**config.mk**
```make
export PLATFORM = sky130hd
export DESIGN_NAME = jtopl_reg_up
export DESIGN_NICKNAME = d
export VERILOG_FILES = /design/src/rtl/jtopl_pkg.sv /design/src/rtl/jtopl_slot_dec.sv /design/src/rtl/jtopl_reg_up.sv
export SDC_FILE = /design/constraint.sdc
export NUM_CORES = 1
export LEC_CHECK = 0
export BUFFER_PORTS_ARGS = -buffer_cell sky130_fd_sc_hd__buf_4
export CAP_MARGIN = 20
export CORE_MARGIN = 2
export CORE_UTILIZATION = 40
export DETAILED_ROUTE_END_ITERATION = 12
export GPL_TIMING_DRIVEN = 0
export HOLD_SLACK_MARGIN = 0.08
export SYNTH_ARGS = -nofsm -noshare
export SYNTH_HDL_FRONTEND = slang
export SYNTH_SLANG_ARGS = --single-unit
```
**constraint.sdc**
```tcl
create_clock -name clk -period 1.6 [get_ports clk]
set_input_delay 0.16 -clock clk [delete_from_list [all_inputs] [get_ports clk]]
set_output_delay 0.16 -clock clk [all_outputs]
set_load 0.03 [all_outputs]
```
**src/rtl/jtopl_pkg.sv**
```systemverilog
// Shared constants for the operator register update path: slot count,
// register group bases, FSM encoding and the group-to-strobe decode.
package jtopl_pkg;

    localparam int NUM_SLOTS = 18;
    localparam logic [4:0] ROW_SLOTS = 5'd6;

    localparam logic [7:0] GRP_MULT   = 8'h20;
    localparam logic [7:0] GRP_KSL_TL = 8'h40;
    localparam logic [7:0] GRP_AR_DR  = 8'h60;
    localparam logic [7:0] GRP_SL_RR  = 8'h80;
    localparam logic [7:0] GRP_WAV    = 8'hE0;

    typedef enum logic [1:0] {
        ST_IDLE = 2'd0,
        ST_WAIT = 2'd1,
        ST_HOLD = 2'd2
    } state_e;

    // One-hot field-group select: bit0 mult .. bit4 wav; zero when the
    // upper address bits name no operator group.
    function automatic logic [4:0] grp_sel(input logic [7:0] a);
        logic [4:0] s;
        s = '0;
        case (a[7:5])
            GRP_MULT[7:5]:   s[0] = 1'b1;
            GRP_KSL_TL[7:5]: s[1] = 1'b1;
            GRP_AR_DR[7:5]:  s[2] = 1'b1;
            GRP_SL_RR[7:5]:  s[3] = 1'b1;
            GRP_WAV[7:5]:    s[4] = 1'b1;
            default:         s    = '0;
        endcase
        return s;
    endfunction

endpackage

```
**src/rtl/jtopl_slot_dec.sv**
```systemverilog
// Maps the 5-bit register offset onto an operator slot: three rows of six
// operators, offsets 6/7 of each row and row 3 are holes.
module jtopl_slot_dec
    import jtopl_pkg::*;
(
    input  logic [4:0] i_offset,
    output logic [4:0] o_slot,
    output logic       o_valid
);

    logic [4:0] w_base;

    always_comb begin
        w_base  = 5'(i_offset[4:3]) * ROW_SLOTS;
        o_slot  = w_base + {2'b00, i_offset[2:0]};
        o_valid = (i_offset[4:3] != 2'd3) && (i_offset[2:0] <= 3'd5);
    end

endmodule

```
**src/rtl/jtopl_reg_up.sv**
```systemverilog
// Operator register write scheduler: latches a bus write and releases it to
// the circular operator register stage when the target slot comes around.
//
//   state | meaning
//   IDLE  | no write pending, accepts a new data write
//   WAIT  | write captured, waiting for slot == target
//   HOLD  | slot reached, counting cen to emit update_op_II / update_op_IV
module jtopl_reg_up
    import jtopl_pkg::*;
#(
    parameter int SLOTS = NUM_SLOTS
)(
    input  logic       clk,
    input  logic       rst,
    input  logic       cen,
    input  logic       wr_n,
    input  logic       addr,
    input  logic [7:0] din,
    output logic [7:0] dout,
    output logic       up_mult,
    output logic       up_ksl_tl,
    output logic       up_ar_dr,
    output logic       up_sl_rr,
    output logic       up_wav,
    output logic       update_op_I,
    output logic       update_op_II,
    output logic       update_op_IV,
    output logic       busy,
    output logic [4:0] slot
);

    localparam logic [4:0] SLOT_LAST = 5'(SLOTS - 1);

    state_e     r_state;
    state_e     w_next;
    logic [4:0] r_slot;
    logic [7:0] r_addr;
    logic [7:0] r_dout;
    logic [4:0] r_up;
    logic [4:0] r_target;
    logic [1:0] r_cnt;

    logic       w_wr_addr;
    logic       w_wr_data;
    logic [4:0] w_tgt;
    logic       w_tgt_ok;
    logic [4:0] w_grp;
    logic       w_start;
    logic       w_match;

    jtopl_slot_dec u_slot_dec (
        .i_offset (r_addr[4:0]),
        .o_slot   (w_tgt),
        .o_valid  (w_tgt_ok)
    );

    assign w_wr_addr = ~wr_n & ~addr;
    assign w_wr_data = ~wr_n &  addr;
    assign w_grp     = grp_sel(r_addr);
    // Data writes while busy fall through here and are simply dropped.
    assign w_start   = (r_state == ST_IDLE) && w_wr_data && w_tgt_ok && (|w_grp);
    assign w_match   = (r_slot == r_target);

    always_ff @(posedge clk) begin
        if (rst) begin
            r_state <= ST_IDLE;
        end else begin
            r_state <= w_next;
        end
    end

    always_comb begin
        w_next = r_state;
        case (r_state)
            ST_IDLE: if (w_start)              w_next = ST_WAIT;
            ST_WAIT: if (cen && w_match)       w_next = ST_HOLD;
            ST_HOLD: if (cen && r_cnt == 2'd3) w_next = ST_IDLE;
            default:                           w_next = ST_IDLE;
        endcase
    end

    always_ff @(posedge clk) begin
        if (rst) begin
            r_slot   <= '0;
            r_addr   <= '0;
            r_dout   <= '0;
            r_up     <= '0;
            r_target <= '0;
            r_cnt    <= '0;
        end else begin
            if (cen) begin
                r_slot <= (r_slot == SLOT_LAST) ? 5'd0 : r_slot + 5'd1;
            end
            if (w_wr_addr) begin
                r_addr <= din;
            end
            if (w_start) begin
                r_dout   <= din;
                r_target <= w_tgt;
                r_up     <= w_grp;
            end
            if (r_state == ST_WAIT && cen && w_match) begin
                r_cnt <= 2'd1;
            end else if (r_state == ST_HOLD && cen) begin
                r_cnt <= r_cnt + 2'd1;
                if (r_cnt == 2'd3) begin
                    r_up <= '0;
                end
            end
        end
    end

    always_comb begin
        busy         = (r_state != ST_IDLE);
        update_op_I  = (r_state == ST_WAIT) && w_match;
        update_op_II = (r_state == ST_HOLD) && (r_cnt == 2'd1);
        update_op_IV = (r_state == ST_HOLD) && (r_cnt == 2'd3);
        dout         = r_dout;
        slot         = r_slot;
        up_mult      = r_up[0];
        up_ksl_tl    = r_up[1];
        up_ar_dr     = r_up[2];
        up_sl_rr     = r_up[3];
        up_wav       = r_up[4];
    end

endmodule
```
==> Word-level counts from Yosys, hierarchy flattened <==
Cells that the tools add are included.
{ "totals": {"ff_bits": 35, "latchBits": 0, "mem_bits_rw": 0, "romBits": 0, "input_bits": 13, "out_inout_bits": 22, "wordCells": 66, "n_memories": 0} }
{ "op_classes": {"n_addsub": 3, "n_mul": 1, "n_div": 0, "magnitude_cmp": 1, "eq_ne": 15, "shifts": 0, "mux": 16, "n_bitwise": 4, "reduce_logical": 18} }
{ "ops": {"columns": ["op", "count"], "rows": [
  ["two-way mux 5 bit", 5],
  ["logical AND 1 bit", 12],
  ["!= test 2 bit, second input constant", 4],
  ["two-way mux 1 bit", 7],
  ["== test 3 x 2 -> 1 bit, second input constant", 2],
  ["== test 3 bit, second input constant", 2],
  ["two-way mux 2 bit", 3],
  ["case mux 2 bit (3 select lines)", 1],
  ["adder 5 x 1 -> 5 bit, second input constant", 1],
  ["adder 5 x 3 -> 5 bit", 1],
  ["== test 5 bit", 1],
  ["== test 5 bit, second input constant", 1],
  ["OR reduction 5 bit", 1],
  ["== test 2 x 1 -> 1 bit, second input constant", 2],
  ["== test 2 bit, second input constant", 2],
  ["multiplier 2 x 2 -> 4 bit, second input constant", 1],
  ["nonzero test 2 bit", 2],
  ["== test 3 x 1 -> 1 bit, second input constant", 1],
  ["<= comparator 3 bit, second input constant", 1],
  ["AND reduction 3 bit", 1],
  ["adder 2 x 1 -> 2 bit, second input constant", 1],
  ["AND 1 bit", 2],
  ["logical NOT 2 bit", 1],
  ["NOT 1 bit", 2],
  ["OR reduction 2 bit", 1]
]} }

==> Depth between registers and ports, before layout <==
{ "logic_depth": {"ltp_word": 9, "mapped_depth": 8} }

==> Modules after synthesis <==
From an unflattened synthesis, not the netlist that was laid out.
{ "unflattened": {"cells_unflattened": 203, "hier_area_um2": 1814.2} }
{ "modules_own_cells": {"columns": ["mod", "instances", "cells_per_inst", "area_each_um2", "seq_area_each_um2"], "rows": [
  ["jtopl_reg_up", 1, 188, 1682.9, 700.7],
  ["jtopl_slot_dec", 1, 15, 131.4, 0.0]
]} }

==> Worst setup path before layout <==
No wires, ideal clock.
{ "synth_timing": {"path_kind": "register to register", "startpoint": "register r_addr[3]", "endpoint": "register r_target[4]", "setup_time_ns": 0.091, "t_arrival_ns": 1.509, "t_required_ns": 1.509, "setup_slack_ns": 0.001, "path_stages_with_launch": 9, "period_less_slack_ns": 1.599, "cell_sequence": "dfxtp_1 > inv_1 > ha_1 > inv_1 > ha_1 > a21oi_1 > nor2b_1 > xnor2_1 > a311oi_1"} }
{ "synth_between": {"elab_chain_cells": 4, "word_cells_on_any_way": 6} }
{ "synth_rtl": {"columns": ["element", "line_no", "rtl"], "rows": [
  ["start: declaration", "jtopl_reg_up.sv:37", "logic [7:0] r_addr;"],
  ["start signal: assignment", "jtopl_reg_up.sv:95", "r_addr <= din;"],
  ["branches (longest 4 deep; another with adder 5 x 3 -> 5 bit)", null, null],
  ["end signal: assignment", "jtopl_reg_up.sv:99", "r_target <= w_tgt;"],
  ["end: declaration", "jtopl_reg_up.sv:40", "logic [4:0] r_target;"]
]} }
Several ways; the timed one is not identified.
A chain may end at the register's enable or synchronous reset.

==> Worst setup path after layout <==
Same ends and word-level chain as after synthesis.

==> results.yml <==
status:
  status: "complete, but fails checks"
  violations: "negative setup slack"
power:
  p_int_mw: 1.44
  peakVddDrop_v: 0.000422
  p_sw_frac: 0.270
  power_density_nw_per_um2: 806
  power_leakage_nw: 0.998
  clkPwrFrac: 0.359
  seq_power_share: 0.473
  power_frac_comb: 0.169
  p_sw_mw: 0.533
  power_mw: 1.98
timing:
  fmax_mhz: 619
  whs_ns: 0.123
  drv_slew: 0
  rsz0062_at_grt: "yes"
  setup_viol: 1
  skew_ns: 0.00351
  worst_pin_slew_ns: 0.570
  relSlewSlack: 0.620
  layout_min_cycle_time_ns: 1.61
  hold_viol_final: 0
  finalCritPeriodShare: 1.01
  setup_slack_ns: -0.0146
detailed_routing:
  drcViolationCount: 0
  drt_wl_total_microns: 4670
  avgRoutedWirePerCell_microns: 14.6
  vias: 1738
  first_iter_violations: 108
  drt_pass1_iterations: 4
  ant_nets: 0
  viasPerCell: 5.41
floorplan:
  io-pin-count: 35
  core_area_sq_um: 4350
  fp-row-count: 24
  fp.dieH_microns: 71.0
  fp.dieW_microns: 71.0
  initial_core_util: 0.413
  die_area_sq_um: 5040
global_routing:
  antenna_found_initial: 0
  use_met3: 0.0442
  busiest_layer: "met2"
  grt_pass1_vias: 1567
  grt.overflow.total: 0
  grt_pass1_wl_microns: 7580
  grt.total_usage: 0.188
  grtUsageMet2: 0.301
  grt_use_met1: 0.245
  grt_max_degree: 11
logic_synthesis:
  synth_area_sq_um: 1800
  ys_top_cells_by_area: "dfxtp_1, a21oi_1, o21ai_0, ha_1, xor2_1"
  syn_inst: 217
  synth_common_cells: "dfxtp_1, a21oi_1, o21ai_0"
  synth.most_common_cell: "dfxtp_1"
  synth_area_leader_cell: "dfxtp_1"
  synth_nets: 240
  synth_warnings: 0
  postSynthAreaPerCell_sq_um: 8.28
  synth.yosys.seq_area_share: 0.390
  yosys.area.top_type_share: 0.390
  yosys_register_bits: 35
  ys_types: 36
  async_flop_share: 0
  synth_top_flop_cell: "dfxtp_1"
  synth-edff-count: 0
setup_path:
  start_kind: "flop"
  crit_required_ns: 1.79
  critPathMaxFanout: 5
  critPathSlowestCell: "dfxtp_4"
  r2r_start: "r_addr[3]"
  arrival_ns: 1.80
  startpoint: "r_addr[3]"
  slowest_delay_ns: 0.39
  cp_top_family: "adder cells"
  critPathCaptureType: "flop"
  crit_path_cell_trace: "inv_4 > ha_4 > inv_4 > ha_4 > a21oi_2 > nor2b_2 > xnor2_1 > a311oi_1"
  cp_num_buf_inv: 2
  critPathKind: "reg -> reg"
place:
  placedCellCount: 302
  hpwl_microns: 3150
  placed_area_sq_um: 2110
  place.gp.congestion: 0.796
  io_buffers: 33
layout:
  final_area_sq_um: 2450
  finalNetCount: 291
  finalCoreUtilization: 0.563
  antenna_cells: 0
  layout-drive-gt1-share: 0.323
  final_cells: 321
  area.growth.synth_to_final_pct: 36.4
clock_tree:
  cts_sinks: 35
  clockBufferDepth: 2
  clk_pin_slew_ns: 0.07
  cts_tree: "built"
  clock_latency_ns: 0.28
  ctsHoldBuffers: 0
  numCtsBuffers: 5
  ctsRootBufferMaster: "clkbuf_8"
  htree_levels: 2
worst_hold_path:
  holdCritStartpoint: "din[3]"
  hold_path.class: "in -> reg"
run:
  drv_cap: 0
==> power groups by stage <==
stage / Combinational (mW) / Clock, mW / Sequential, mW
3_3_place_gp: 0.266 / 0 / 0.949
5_1_grt: 0.364 / 0.776 / 0.938
4_1_cts: 0.278 / 0.722 / 0.930
3_5_place_dp: 0.268 / 0 / 0.950
6_report: 0.334 / 0.709 / 0.934
2_1_floorplan: 0.147 / 0 / 0.974
==> flip-flops by register name, indices dropped and copies added, names as in the netlist <==
name	cells
slot	5
r_target	5
r_up	5
r_state	2
dout	8
r_cnt	2
r_addr	8
==> kinds of logic (layout without fill, tap and decap cells) <==
family | after synthesis | count (layout) | share of synthesized area
compound gates | 73 | 73 | 0.238
simple gates | 62 | 62 | 0.171
flops | 35 | 35 | 0.390
buf+inv | 25 | 77 | 0.0682
xor+xnor | 12 | 12 | 0.0585
fa+ha+maj | 10 | 10 | 0.0738
==> repair_timing <==
item,4_1_cts,5_1_grt
resized for setup,13,32
gates cloned,0,1
setup buffers,0,11
pin swaps,6,17
setup endpoints to repair,16,23
==> path summary, 6_finish.rpt <==
check,to,slack (ns),cells after the start
min,r_addr[3],0.12,3
min reg2reg,r_target[0],0.46,2
max,r_target[4],-0.01,8
max reg2reg,r_target[4],-0.01,8
==> worst register-to-register path: stages (launching register included) <==
cell and delay (ns):
dfxtp_4 0.39, inv_4 0.04, ha_4 0.27, inv_4 0.04, ha_4 0.20, a21oi_2 0.14, nor2b_2 0.06, xnor2_1 0.12
a311oi_1 0.26
==> area by class of cell <==
type                       count  area [sq um]
fill                         418          1900
multi-input combinational    157          1090
sequential                    35           714
timing repair buffer          45           359
clock buffer                   8           100
buffer                        14          82.6
tap                           52          65.1
inverter                      10          42.5
==> stage by stage <==
step	worst slack, ns	TNS, ns
5_1_grt	-0.0726	-0.256
3_5_place_dp	-0.122	-1.06
2_1_floorplan	0.000507	0
6_report	-0.0146	-0.0146
4_1_cts	-0.0204	-0.0267
3_3_place_gp	-0.109	-0.830
==> layer usage <==
layer / vias to the layer above / routed length (microns)
met2: 41 / 2230
li1: 876 / -
met1: 815 / 2180
met4: 0 / 60
met5: - / 0
met3: 6 / 204
==> layout by cell type, fill, tap and decap left out, types with 3 or more instances in the layout <==
cell type,synthesis,final
and2_1,3,3
o21ai_0,23,21
a21oi_1,29,26
xnor2_1,3,3
nand4_1,6,6
ha_4,0,3
nand2_1,15,14
dfxtp_2,0,5
nand3_1,13,13
ha_1,9,6
inv_1,10,8
nor2_1,13,12
clkbuf_8,0,7
a21oi_2,0,3
buf_4,0,44
dfxtp_1,35,28
xor2_1,9,8
clkbuf_1,10,8
a31oi_1,5,5
a211oi_1,5,4
Power figures use the tool's default switching activity.
